`src/rtl/serial_magnitude_comparator_if.sv`:
```
// Handshake bundle for serial_magnitude_comparator.
// Groups the operand-side (in_valid/in_ready/a/b) and result-side
// (out_valid/out_ready/a_gt_b/a_eq_b/a_lt_b/busy) signals into one interface.
//
// Modports:
//   master : producer/consumer view (drives in_valid, a, b, out_ready)
//   slave  : comparator view (drives in_ready, out_valid, flags, busy)
//
// WIDTH must match the WIDTH of the comparator that uses the slave modport.
interface serial_magnitude_comparator_if #(
   parameter int WIDTH = 8
) ();

   logic             in_valid;
   logic             in_ready;
   logic [WIDTH-1:0] a;
   logic [WIDTH-1:0] b;
   logic             out_valid;
   logic             out_ready;
   logic             a_gt_b;
   logic             a_eq_b;
   logic             a_lt_b;
   logic             busy;

   modport master (
      output in_valid, a, b, out_ready,
      input  in_ready, out_valid, a_gt_b, a_eq_b, a_lt_b, busy
   );

   modport slave (
      input  in_valid, a, b, out_ready,
      output in_ready, out_valid, a_gt_b, a_eq_b, a_lt_b, busy
   );

endinterface

```
`src/rtl/serial_magnitude_comparator.sv`:
```
// serial_magnitude_comparator
// Multi-cycle unsigned magnitude comparator. One 2-bit comparator slice is
// reused to scan the operands MSB-first, one 2-bit digit per clock.
//
// Ports:
//   clk  : clock, rising edge
//   rst  : asynchronous, active-high reset
//   bus  : serial_magnitude_comparator_if.slave
//          in_valid/in_ready/a/b       operand handshake (accepted in IDLE)
//          out_valid/out_ready         result handshake (held in DONE)
//          a_gt_b/a_eq_b/a_lt_b        registered result flags
//          busy                        high whenever not IDLE
//
// Parameters:
//   WIDTH : operand width, even and >= 2 (ND = WIDTH/2 digits)
//
// Build option:
//   SERIAL_CMP_EARLY_EXIT_EN defined   -> stop at the first unequal digit
//                                         (latency 1..ND)
//   SERIAL_CMP_EARLY_EXIT_EN undefined -> always scan all ND digits
//                                         (fixed latency ND)
//   The flags are identical in both builds.

// 2-bit unsigned comparator slice.
module bit2_comparator (
   input  logic [1:0] x,
   input  logic [1:0] y,
   output logic       gt,
   output logic       eq,
   output logic       lt
);
   assign gt = (x > y);
   assign eq = (x == y);
   assign lt = (x < y);
endmodule

module serial_magnitude_comparator #(
   parameter int WIDTH = 8
) (
   input logic                          clk,
   input logic                          rst,
   serial_magnitude_comparator_if.slave bus
);

   localparam int ND = WIDTH / 2;
   localparam int CW = (ND > 1) ? $clog2(ND) : 1;

   // Reject odd or too-narrow operand widths at elaboration.
   if ((WIDTH < 2) || ((WIDTH % 2) != 0)) begin : g_bad_width
      $error("serial_magnitude_comparator: WIDTH must be even and >= 2");
   end

   typedef enum logic [1:0] {
      IDLE,
      CMP,
      DONE
   } state_t;

   state_t           state;
   state_t           state_next;
   logic [WIDTH-1:0] sh_a;
   logic [WIDTH-1:0] sh_b;
   logic [CW-1:0]    cnt;
   logic             gt_q;
   logic             eq_q;
   logic             lt_q;
   logic             slice_gt;
   logic             slice_eq;
   logic             slice_lt;

`ifndef SERIAL_CMP_EARLY_EXIT_EN
   // Decision from the first unequal digit, kept while the scan runs on.
   logic             dec_found;
   logic             dec_gt;
`endif

   // The single shared slice always looks at the top digit of the shift regs.
   bit2_comparator u_slice (
      .x  (sh_a[WIDTH-1 -: 2]),
      .y  (sh_b[WIDTH-1 -: 2]),
      .gt (slice_gt),
      .eq (slice_eq),
      .lt (slice_lt)
   );

   // State register.
   always_ff @(posedge clk or posedge rst) begin
      if (rst) begin
         state <= IDLE;
      end else begin
         state <= state_next;
      end
   end

   // Next-state logic. CMP ends on the last digit, or on the first unequal
   // digit when early exit is built in.
   always_comb begin
      state_next = state;
      unique case (state)
         IDLE: begin
            if (bus.in_valid) state_next = CMP;
         end
         CMP: begin
`ifdef SERIAL_CMP_EARLY_EXIT_EN
            if (!slice_eq || (cnt == '0)) state_next = DONE;
`else
            if (cnt == '0) state_next = DONE;
`endif
         end
         DONE: begin
            if (bus.out_ready) state_next = IDLE;
         end
         default: state_next = IDLE;
      endcase
   end

   // Datapath: operand capture, digit shifting, and the result flags. Flags
   // are only ever set on the way into DONE and are cleared on the result
   // handshake, so they read zero whenever out_valid is low.
   always_ff @(posedge clk or posedge rst) begin
      if (rst) begin
         sh_a      <= '0;
         sh_b      <= '0;
         cnt       <= '0;
         gt_q      <= 1'b0;
         eq_q      <= 1'b0;
         lt_q      <= 1'b0;
`ifndef SERIAL_CMP_EARLY_EXIT_EN
         dec_found <= 1'b0;
         dec_gt    <= 1'b0;
`endif
      end else begin
         unique case (state)
            IDLE: begin
               if (bus.in_valid) begin
                  sh_a      <= bus.a;
                  sh_b      <= bus.b;
                  cnt       <= CW'(ND - 1);
`ifndef SERIAL_CMP_EARLY_EXIT_EN
                  dec_found <= 1'b0;
                  dec_gt    <= 1'b0;
`endif
               end
            end
            CMP: begin
`ifdef SERIAL_CMP_EARLY_EXIT_EN
               if (!slice_eq) begin
                  gt_q <= slice_gt;
                  lt_q <= slice_lt;
               end else if (cnt == '0) begin
                  eq_q <= 1'b1;
               end else begin
                  sh_a <= sh_a << 2;
                  sh_b <= sh_b << 2;
                  cnt  <= cnt - 1'b1;
               end
`else
               if (cnt == '0) begin
                  if (dec_found) begin
                     gt_q <= dec_gt;
                     lt_q <= !dec_gt;
                  end else begin
                     gt_q <= slice_gt;
                     eq_q <= slice_eq;
                     lt_q <= slice_lt;
                  end
               end else begin
                  sh_a <= sh_a << 2;
                  sh_b <= sh_b << 2;
                  cnt  <= cnt - 1'b1;
                  if (!dec_found && !slice_eq) begin
                     dec_found <= 1'b1;
                     dec_gt    <= slice_gt;
                  end
               end
`endif
            end
            DONE: begin
               if (bus.out_ready) begin
                  gt_q <= 1'b0;
                  eq_q <= 1'b0;
                  lt_q <= 1'b0;
               end
            end
            default: begin
               gt_q <= 1'b0;
               eq_q <= 1'b0;
               lt_q <= 1'b0;
            end
         endcase
      end
   end

   assign bus.in_ready  = (state == IDLE);
   assign bus.busy      = (state != IDLE);
   assign bus.out_valid = (state == DONE);
   assign bus.a_gt_b    = gt_q;
   assign bus.a_eq_b    = eq_q;
   assign bus.a_lt_b    = lt_q;

endmodule

```
`src/flat_wrapper.sv`:
```
// flat-port wrapper written by rule: the top's interface ports become plain ports
module serial_magnitude_comparator_flat 
#(
   parameter int WIDTH = 8
)
  (clk, rst, bus_in_valid, bus_a, bus_b, bus_out_ready, bus_in_ready, bus_out_valid, bus_a_gt_b, bus_a_eq_b, bus_a_lt_b, bus_busy);
  serial_magnitude_comparator_if #(.WIDTH(WIDTH)) bus_i ();
  input logic clk;
  input logic rst;
  input wire logic [$bits(bus_i.in_valid)-1:0] bus_in_valid;
  input wire logic [$bits(bus_i.a)-1:0] bus_a;
  input wire logic [$bits(bus_i.b)-1:0] bus_b;
  input wire logic [$bits(bus_i.out_ready)-1:0] bus_out_ready;
  output wire logic [$bits(bus_i.in_ready)-1:0] bus_in_ready;
  output wire logic [$bits(bus_i.out_valid)-1:0] bus_out_valid;
  output wire logic [$bits(bus_i.a_gt_b)-1:0] bus_a_gt_b;
  output wire logic [$bits(bus_i.a_eq_b)-1:0] bus_a_eq_b;
  output wire logic [$bits(bus_i.a_lt_b)-1:0] bus_a_lt_b;
  output wire logic [$bits(bus_i.busy)-1:0] bus_busy;
  assign bus_i.in_valid = bus_in_valid;
  assign bus_i.a = bus_a;
  assign bus_i.b = bus_b;
  assign bus_i.out_ready = bus_out_ready;
  assign bus_in_ready = bus_i.in_ready;
  assign bus_out_valid = bus_i.out_valid;
  assign bus_a_gt_b = bus_i.a_gt_b;
  assign bus_a_eq_b = bus_i.a_eq_b;
  assign bus_a_lt_b = bus_i.a_lt_b;
  assign bus_busy = bus_i.busy;
  serial_magnitude_comparator #(.WIDTH(WIDTH)) u_core (.clk(clk), .rst(rst), .bus(bus_i));
endmodule
```
`config.mk`:
```
export PLATFORM = sky130hd
export DESIGN_NAME = serial_magnitude_comparator_flat
export DESIGN_NICKNAME = d
export VERILOG_FILES = /design/src/rtl/serial_magnitude_comparator_if.sv /design/src/rtl/serial_magnitude_comparator.sv /design/src/flat_wrapper.sv
export SDC_FILE = /design/constraint.sdc
export NUM_CORES = 1
export LEC_CHECK = 0
export BUFFER_PORTS_ARGS = -buffer_cell sky130_fd_sc_hd__buf_2
export CAP_MARGIN = 20
export CORE_MARGIN = 4
export CORE_UTILIZATION = 54
export CTS_CLUSTER_SIZE = 40
export DETAILED_ROUTE_END_ITERATION = 16
export GPL_TIMING_DRIVEN = 0
export PLACE_DENSITY = 0.84
export SYNTH_ARGS = -nofsm -noshare
export SYNTH_HDL_FRONTEND = slang
export SYNTH_HIERARCHICAL = 1
export SYNTH_SLANG_ARGS = --single-unit
```
`constraint.sdc`:
```
create_clock -name clk -period 2.2 [get_ports clk]
set_input_delay 0.44 -clock clk [delete_from_list [all_inputs] [get_ports clk]]
set_output_delay 0.44 -clock clk [all_outputs]
set_load 0.05 [all_outputs]
```
* Yosys cells after proc, flatten, opt, wreduce, memory -nomap -nowiden
Cells that the tools add are included.
** Word-level totals
- Bits in latches :: 0
- Output and inout bits :: 6
- Register bits after elaboration :: 25
- RAM bits :: 0
- Memory bits (read-only) :: 0
- Memories :: 0
** Cells by class
- Magnitude comparators :: 2
- Equality and inequality tests :: 9
- Bitwise gates (word level) :: 1
- Divide/modulo/power cells :: 0
- Add/sub/neg operators :: 1
- Shift operators :: 0
- $mul :: 0
- Reduce and logical (&&, ||, !) cells :: 13
- Muxes and demuxes :: 30
** Operators by type and width (number)
- 8-bit two-way mux :: 4
- 8-bit one-hot mux with 2 select lines :: 2
- 1-bit two-way mux :: 12
- 2-bit two-way mux :: 5
- 1-bit one-hot mux with 3 select lines :: 3
- 3-bit AND reduction :: 3
- 2-bit != test (second input constant) :: 4
- 4-bit AND reduction :: 2
- 2-bit one-hot mux with 3 select lines :: 1
- 2-bit zero test :: 2
- 2-bit by 1-bit != test with 1-bit output (second input constant) :: 2
- 1-bit one-hot mux with 2 select lines :: 2
- 2-bit one-hot mux with 2 select lines :: 1
- 2-bit nonzero test :: 2
- 1-bit zero test :: 3
- 2-bit by 1-bit equality test with 1-bit output (second input constant) :: 1
- 2-bit equality test :: 1
- 2-bit equality test (second input constant) :: 1
- 2-bit > comparator :: 1
- 2-bit less-than comparator :: 1
- 2-bit by 1-bit subtractor with 2-bit output (second input constant) :: 1
- 1-bit logical AND :: 1
- 1-bit inverter :: 1

* Depth between registers and ports, before layout
Gate-level depths: netlist of run 1.
- Depth after elaboration :: 6
- Depth in mapped cells :: 7
- Gate-level depth less buffers :: 7

* By module
Netlist of run 1, hierarchy kept.
** By module, submodules not included
- serial_magnitude_comparator :: instances 1, sequential area each 625.6 um2, cells each 102, area an instance 1367.6 um2
- bit2_comparator :: instances 1, sequential area each 0.0 um2, cells each 9, area an instance 62.6 um2

* Worst setup path before layout of run 1
Ideal clock, no wire load.
- Path kind :: reg2out
- Start :: reg u_core.state[1]
- End :: out bus_out_valid
- Data arrival time :: 1342 ps
- Path slack :: 418 ps
- Cell stages (with the launch flop) :: 3
- Data required time :: 1760 ps
- Cell sequence :: dfrtp_1 > buf_2 > nor2b_1
** Between the ends
- Cells in the longest elaborated chain, start to end :: 1
** RTL lines
- start, declared :: RTL line serial_magnitude_comparator.sv:59 : state_t state;
- start signal, assigned :: RTL line serial_magnitude_comparator.sv:91 : state <= state_next;
- 2-bit equality test :: RTL line serial_magnitude_comparator.sv:196 : assign bus.out_valid = (state == DONE);
- end, declared :: RTL line flat_wrapper.sv:15 : output wire logic [$bits(bus_i.out_valid)-1:0] bus_out_valid;
Every way passes these cells.

* Worst setup path after layout of run 1
- Start :: reg u_core.state[1]
- End :: out bus_in_ready
** Between the ends
- Cells in the longest elaborated chain, start to end :: 1
** RTL lines
- 2-bit zero test :: RTL line serial_magnitude_comparator.sv:194 : assign bus.in_ready = (state == IDLE);
- end, declared :: RTL line flat_wrapper.sv:14 : output wire logic [$bits(bus_i.in_ready)-1:0] bus_in_ready;
Every way passes these cells.

==> impl_metrics.json, run 1 <==
{
  "crit_buf_inv": 3,
  "critPathKind": "flop to primary output",
  "worst_slack_ps": 219,
  "crit_path_frequent_cell": "buf_2",
  "grt_max_degree": 26,
  "fmax_mhz": 505,
  "fin_crit_ps": 1980,
  "dpl.hpwl_um": 1880,
  "place_ws_ps": 373,
  "leakage_nw": 0.854,
  "syn_avg_cell_area_um2": 12.9,
  "core_um2": 2500,
  "cts.sinks": 25,
  "maxSlewHeadroom_pct": 36.2,
  "cp_slowest_cell": "dfrtp_1",
  "fin_setup_tns_ps": 0,
  "postCtsHoldBufs": 0,
  "status": "finished clean",
  "regToRegStartpoint": "u_core/cnt[0]$_DFFE_PP0P_",
  "root_buffer": "clkbuf_4",
  "synth_common_cells": "dfrtp_1 (25), mux2_4 (20), inv_1 (9), a22o_1 (6)",
  "synth_area_um2": 1430,
  "yosys_register_bits": 25,
  "drc": 0,
  "finalSetupViolations": 0,
  "cp_max_fo": 10,
  "clockPowerShare_pct": 7.2,
  "drive_above_1_share_pct": 46.4,
  "p_seq_share_pct": 29.0,
  "async_reset_ff_share_pct": 100,
  "skew_ps": 2.81,
  "gr-usage-all-layers_pct": 15.8,
  "switching_share_pct": 38.6,
  "synth_area_leader_cell": "dfrtp_1",
  "ys.flop_type": "dfrtp_1",
  "hp-class": "input port to asynchronous set/reset pin",
  "antenna_left": 0,
  "die_h_um": 59.5,
  "cts_resized": 0,
  "post_cts_buffers": 0,
  "design_area_um2": 1620,
  "ir_drop_mv": 1.14,
  "synth.area.top_cells": "dfrtp_1 (44%), mux2_4 (21%), mux2_2 (3.9%)",
  "drt_iter0_drc": 20,
  "path_cells": "buf_2 -> or2_2 -> inv_1 -> buf_2",
  "slew_viol_final": 0,
  "initial_core_util_pct": 57.2,
  "wire_per_inst_um": 14.7,
  "io_pins": 26,
  "yosysTopAreaCellShare_pct": 43.7,
  "startpoint_type": "flop",
  "rrSetupSlack_ps": 360,
  "synth.distinct_cells": 34,
  "tightest_slew_ps": 956,
  "insertion_delay_ps": 310,
  "fin_crit_sh_pct": 90.0,
  "cpPeakStageDelay_ps": 440,
  "cts_made_buffers": 3,
  "reg2reg_depth": 7,
  "crit_family": "buffers and inverters",
  "area_delta_synth_final_pct": 13.3,
  "placed_cell_area_um2": 1590,
  "syn_nets": 134,
  "die_width_um": 59.5,
  "row_count": 18,
  "cts_tree": "yes",
  "p_sw_mw": 1.11,
  "hold_viol_final": 0,
  "yosysMostFrequentCell": "dfrtp_1",
  "p_per_area_nw_per_um2": 1770,
  "vias": 914,
  "grt_pass1_wl_um": 4200,
  "clock_tree.buffer_depth": 2,
  "power.internal_mw": 1.76,
  "antenna_found_initial": 0,
  "synth_edf_count": 0,
  "gp_congestion": 0.822,
  "drtPass1Iterations": 4,
  "crit_required_ps": 1760,
  "worstPathArrival_ps": 1540,
  "path_clk_slew_ps": 140,
  "yosysWarnings": 6,
  "r2r_end": "u_core/sh_b[2]$_DFFE_PP0P_",
  "wl_um": 2490,
  "port_buffers": 25,
  "rsz0062_at_grt": "no",
  "grt_pass1_vias": 905,
  "viasPerCell": 5.38,
  "synth_seq_area_share_pct": 43.7,
  "antenna_cells": 0,
  "dieArea_um2": 3540,
  "gr-total-overflow": 0,
  "comb_power_share_pct": 63.8,
  "cap_violations": 0,
  "cp-end-kind": "primary output",
  "htreeDepth": 1,
  "fin_nets": 164,
  "synth_cells": 111
}
-- sequential cells by signal, indices dropped and copies added, names as in the netlist --
name and cells:
u_core/cnt 2, u_core/dec_gt 1, u_core/bus.a_gt_b 1, u_core/bus.a_lt_b 1, u_core/sh_a 8, u_core/dec_found 1, u_core/bus.a_eq_b 1, u_core/state 2
u_core/sh_b 8
-- how the worst max path moves through the flow --
| stage | to | cells after the start | from |
|---|---|---|---|
| finish | bus_in_ready | 4 | u_core/state[1]$_DFFE_PP0P_ |
| global route | bus_in_ready | 4 | u_core/state[1]$_DFFE_PP0P_ |
| CTS | bus_in_ready | 4 | u_core/state[1]$_DFFE_PP0P_ |
| detailed placement | u_core/sh_b[2]$_DFFE_PP0P_ | 7 | u_core/cnt[0]$_DFFE_PP0P_ |
| global placement | u_core/sh_b[2]$_DFFE_PP0P_ | 7 | u_core/cnt[0]$_DFFE_PP0P_ |
| floorplan | bus_out_valid | 2 | u_core/state[1]$_DFFE_PP0P_ |
-- routing by layer --
metal	vias to the layer above	GRT usage, %	share of wire (%)
met3	2	2.18	3.7
met4	0	5.83	0.92
met5	-	0	0
met1	446	21.2	46
met2	16	25.7	49
li1	450	-	-
-- power by group through the flow --
stage	Clock, mW	Sequential, mW	Combinational, mW
after global placement	0	0.833	1.78
after floorplan	0	0.878	1.51
after CTS	0.215	0.837	1.85
final	0.205	0.834	1.83
after detailed placement	0	0.847	1.84
after global routing	0.235	0.868	1.97
-- layout by cell type, fill, tap and decap left out, types with 2 or more instances in the layout --
cell type  instances
buf_2             26
dfrtp_1           25
mux2_4            20
inv_1              9
a22o_1             6
mux2_2             5
o21ai_0            5
nand2b_1           4
clkbuf_4           3
nor2_1             3
a21oi_1            3
nor2b_1            3
ha_1               3
buf_6              2
o21bai_1           2
-- cell families (layout without fill, tap and decap cells) --
kind of cell | count (synthesis) | after routing | share of synthesized area, %
AO/OA/AOI/OAI | 21 | 21 | 11.0
adder cells (fa/ha/maj) | 3 | 3 | 2.62
buffers and inverters | 15 | 44 | 6.56
flip-flops | 25 | 25 | 43.7
multiplexers | 26 | 26 | 25.6
AND/OR/NAND/NOR | 21 | 21 | 10.4
-- stage by stage --
step                      power (mW)  instances  utilization [%]  hold WS (ps)
final                           2.87        170             64.8           321
after global routing            3.08        170             64.8           318
after CTS                       2.90        170             64.8           317
after detailed placement        2.69        166             63.7           475
after global placement          2.62        166             63.7           474
after floorplan                 2.39        111                -           452
-- cell type report --
cell class | count | area [µm²]
timing repair buffer | 25 | 125
tap | 30 | 37.5
clock buffer | 3 | 22.5
fill | 192 | 880
sequential | 25 | 626
clock inverter | 1 | 5.00
multi-input combinational | 71 | 711
buffer | 5 | 51.3
inverter | 10 | 42.5
-- worst reg2reg max path, cell delays in order, from the launching register on --
cell     delay (ps)
dfrtp_1         380
inv_1            50
ha_1            270
or2b_1          260
a21o_4          250
inv_6            90
buf_12          140
mux2_4          310
Power figures use the tool's default switching activity.
==> run 2: changes to the inputs <==
- GPL_TIMING_DRIVEN: 0 -> unset
- PLACE_DENSITY: 0.84 -> 0.78
==> impl_metrics.json, run 2 (same netlist as run 1, synthesis figures left out) <==
{
  "fin_setup_tns_ps": 0,
  "biggestRegsByFlops": "u_core/sh_a (8), u_core/sh_b (8)",
  "dieArea_um2": 3540,
  "path_clk_slew_ps": 130,
  "drt_iter0_drc": 15,
  "critPathKind": "flop to primary output",
  "cp_slowest_cell": "dfrtp_1",
  "design_area_um2": 1580,
  "crit_buf_inv": 2,
  "post_cts_buffers": 0,
  "io_pins": 26,
  "gr-total-overflow": 0,
  "cap_violations": 0,
  "viasPerCell": 5.20,
  "leakage_nw": 0.828,
  "cp_max_fo": 12,
  "row_count": 18,
  "port_buffers": 25,
  "finalSetupViolations": 0,
  "root_buffer": "clkbuf_4",
  "vias": 864,
  "wl_um": 2400,
  "drc": 0,
  "clock_tree.buffer_depth": 2,
  "status": "finished clean",
  "tightest_slew_ps": 411,
  "grt_pass1_vias": 917,
  "startpoint_type": "flop",
  "maxSlewHeadroom_pct": 72.6,
  "p_per_area_nw_per_um2": 1740,
  "fin_nets": 160,
  "postCtsHoldBufs": 0,
  "crit_family": "flip-flops",
  "area_delta_synth_final_pct": 10.1,
  "ir_drop_mv": 0.972,
  "core_um2": 2500,
  "rsz0062_at_grt": "no",
  "slew_viol_final": 0,
  "reg2reg_depth": 6,
  "insertion_delay_ps": 310,
  "r2r_end": "u_core/sh_a[7]$_DFFE_PP0P_",
  "rrSetupSlack_ps": 450,
  "regToRegStartpoint": "u_core/cnt[0]$_DFFE_PP0P_",
  "gp_congestion": 0.775,
  "htreeDepth": 1,
  "grt_pass1_wl_um": 4140,
  "cts.sinks": 25,
  "die_h_um": 59.5,
  "hold_viol_final": 0,
  "fin_crit_ps": 1940,
  "antenna_cells": 0,
  "worstPathArrival_ps": 1500,
  "cp-end-kind": "primary output",
  "hp-class": "input port to asynchronous set/reset pin",
  "placed_cell_area_um2": 1550,
  "cts_resized": 0,
  "cpPeakStageDelay_ps": 550,
  "cts_made_buffers": 3,
  "crit_required_ps": 1760,
  "gr-usage-all-layers_pct": 15.5,
  "skew_ps": 1.34,
  "fmax_mhz": 516,
  "path_cells": "or2_2 -> inv_1 -> buf_2",
  "initial_core_util_pct": 57.2,
  "drive_above_1_share_pct": 44.9,
  "cts_tree": "yes",
  "drtPass1Iterations": 3,
  "die_width_um": 59.5,
  "layout_common_cells": "buf_2 (25), dfrtp_1 (25), mux2_4 (20)",
  "antenna_left": 0,
  "grt_max_degree": 26,
  "fin_crit_sh_pct": 88.2,
  "wire_per_inst_um": 14.5,
  "dpl.hpwl_um": 1870,
  "antenna_found_initial": 0
}
[run 2: cell count changes in the layout (fill, tap and decap cells not counted), sizes merged]
cell    change
buf         -3
clkinv      -1
[run 2: through the flow]
step	hold slack (ps)	power, mW	setup slack [ps]	instances	util [%]
floorplan	452	2.39	418	111	-
global placement	477	2.50	510	162	62.0
detailed placement	493	2.58	477	162	62.0
CTS	156	2.78	247	166	63.0
global route	175	2.96	175	166	63.0
finish	148	2.75	261	166	63.0
[run 2: worst min-delay path: stages]
cell and delay, ps:
buf_2 90, inv_1 40, buf_4 290
[run 2: worst max path at each step]
stage	end	slack [ps]	start	cells past startpoint
after CTS	bus_in_ready	250	u_core/state[1]$_DFFE_PP0P_	3
after floorplan	bus_out_valid	420	u_core/state[1]$_DFFE_PP0P_	2
after global placement	u_core/sh_a[4]$_DFFE_PP0P_	510	u_core/cnt[0]$_DFFE_PP0P_	6
after global routing	bus_in_ready	170	u_core/state[1]$_DFFE_PP0P_	3
final	bus_in_ready	260	u_core/state[1]$_DFFE_PP0P_	3
after detailed placement	u_core/sh_b[7]$_DFFE_PP0P_	480	u_core/cnt[0]$_DFFE_PP0P_	6
[run 2: routing by layer]
layer  global-route usage, %  wire length (µm)
met1                    20.9              1100
met5                       0                 0
met2                    26.1              1170
met3                    2.40                96
met4                    3.88                25
[run 2: area by class of cell]
type / instances / area, µm²
multi-input cells: 71 / 711
well taps: 30 / 37.5
repair buffers: 26 / 133
fillers: 185 / 925
clock buffers: 4 / 26.3
inverters: 10 / 42.5
flip-flops and latches: 25 / 626
[run 2: report_power, final]
part | leakage, nW | internal (mW) | total, mW | switching [mW]
clock | 0.0150 | 0.0707 | 0.201 | 0.130
sequential | 0.308 | 0.690 | 0.877 | 0.186
combinational | 0.505 | 0.903 | 1.67 | 0.768
==> run 3: changes to the inputs <==
- CORE_UTILIZATION: 54 -> 59
- GPL_TIMING_DRIVEN: unset -> 0
- PLACE_DENSITY: 0.78 -> 0.84
- TNS_END_PERCENT: unset -> 10
- clock period: 2.2 -> 2.4 ns (I/O delays scaled with it)
==> impl_metrics.json, run 3 (same netlist as run 1, synthesis figures left out) <==
{
  "cpPeakStageDelay_ps": 430,
  "insertion_delay_ps": 320,
  "clock_tree.buffer_depth": 2,
  "mostFrequentLayoutCell": "buf_2",
  "multi_input_area_um2": 711,
  "core_um2": 2250,
  "hold_viol_final": 0,
  "cp_max_fo": 10,
  "biggestRegsByFlops": "u_core/sh_a (8), u_core/sh_b (8)",
  "worstPathArrival_ps": 1540,
  "grt_max_degree": 26,
  "drive_above_1_share_pct": 46.4,
  "startpoint_type": "flop",
  "gr-usage-all-layers_pct": 18.3,
  "cts_resized": 0,
  "seqCellArea_um2": 626,
  "rsz0062_at_grt": "no",
  "drtPass1Iterations": 5,
  "viasPerCell": 5.55,
  "path_cells": "buf_2 -> or2_2 -> inv_1 -> buf_2",
  "placed_cell_area_um2": 1590,
  "critPathKind": "flop to primary output",
  "fin_nets": 164,
  "fin_setup_tns_ps": 0,
  "slew_viol_final": 0,
  "leakage_nw": 0.854,
  "area_delta_synth_final_pct": 13.1,
  "cts.sinks": 25,
  "vias": 933,
  "cts_tree": "yes",
  "antenna_left": 0,
  "worst_slack_ps": 377,
  "drc": 0,
  "grt_pass1_vias": 952,
  "skew_ps": 9.47,
  "antenna_found_initial": 0,
  "path_clk_slew_ps": 140,
  "fin_hold_ws_ps": 342,
  "htreeDepth": 1,
  "crit_buf_inv": 3,
  "hp-class": "input port to asynchronous set/reset pin",
  "wire_per_inst_um": 16.0,
  "dieArea_um2": 3280,
  "grt_pass1_wl_um": 4550,
  "ir_drop_mv": 1.26,
  "place_inst": 164,
  "design_area_um2": 1620,
  "finalSetupViolations": 0,
  "root_buffer": "clkbuf_4",
  "dpl.hpwl_um": 2020,
  "die_h_um": 57.2,
  "cts_made_buffers": 3,
  "post_cts_buffers": 0,
  "postCtsHoldBufs": 0,
  "initial_core_util_pct": 63.4,
  "fmax_mhz": 494,
  "antenna_cells": 0,
  "cp-end-kind": "primary output",
  "place_ws_ps": 564,
  "maxSlewHeadroom_pct": 36.5,
  "crit_required_ps": 1920,
  "fillers": 158,
  "crit_family": "buffers and inverters",
  "cp_slowest_cell": "dfrtp_1",
  "cap_violations": 0,
  "tightest_slew_ps": 952,
  "layout_common_cells": "buf_2 (26), dfrtp_1 (25), mux2_4 (20)",
  "die_width_um": 57.2,
  "row_count": 17,
  "drt_iter0_drc": 20,
  "final_cells": 168,
  "gr-total-overflow": 0,
  "status": "finished clean",
  "port_buffers": 25,
  "wl_um": 2690,
  "crit_path_frequent_cell": "buf_2",
  "p_per_area_nw_per_um2": 1650,
  "fin_crit_sh_pct": 84.3,
  "fin_crit_ps": 2020,
  "gp_congestion": 0.749,
  "io_pins": 26
}
## run 3: cell types whose count changed in the layout (fill, tap and decap cells not counted), sizes merged
cell | before | now
buf | 26 | 29
clkinv | 0 | 1
## run 3: metal layers
metal,vias up,wire [µm],global-route usage [%]
met5,-,0,0
met3,4,128,2.26
met2,30,1370,30.7
met1,448,1140,23.8
li1,451,-,-
met4,0,46,7.95
## run 3: power by group
group	total (mW)	switching (mW)	internal, mW
Sequential	0.770	0.136	0.633
Clock	0.191	0.128	0.0624
Combinational	1.72	0.794	0.921
Total	2.68	1.06	1.62
## run 3: final timing paths
path | to | from | cells after the start | slack, ps
worst max-delay path | bus_in_ready | u_core/state[1]$_DFFE_PP0P_ | 4 | 380
worst min-delay path | u_core/sh_a[1]$_DFFE_PP0P_ | rst | 2 | 340
worst max register to register | u_core/sh_b[3]$_DFFE_PP0P_ | u_core/cnt[0]$_DFFE_PP0P_ | 7 | 530
worst min register to register | u_core/bus.a_eq_b$_DFFE_PP0P_ | u_core/bus.a_eq_b$_DFFE_PP0P_ | 1 | 510
max in group asynchronous | u_core/state[0]$_DFFE_PP0P_ | rst | 2 | 1470
min in group clk | u_core/sh_a[0]$_DFFE_PP0P_ | bus_a[0] | 2 | 370
## run 3: area by class of cell
class | count | share of cell area, %
multi-input cells | 71 | 43.9
flip-flops and latches | 25 | 38.7
repair buffers | 25 | 7.73
plain buffers | 5 | 3.17
inverters | 10 | 2.63
well taps | 28 | 2.17
clock buffers | 3 | 1.39
clock inverters | 1 | 0.309
## run 3: stage by stage
stage	total power, mW	utilization [%]
2_1_floorplan	2.19	-
3_3_place_gp	2.40	70.5
3_5_place_dp	2.49	70.5
4_1_cts	2.69	71.8
5_1_grt	2.86	71.8
6_report	2.68	71.8
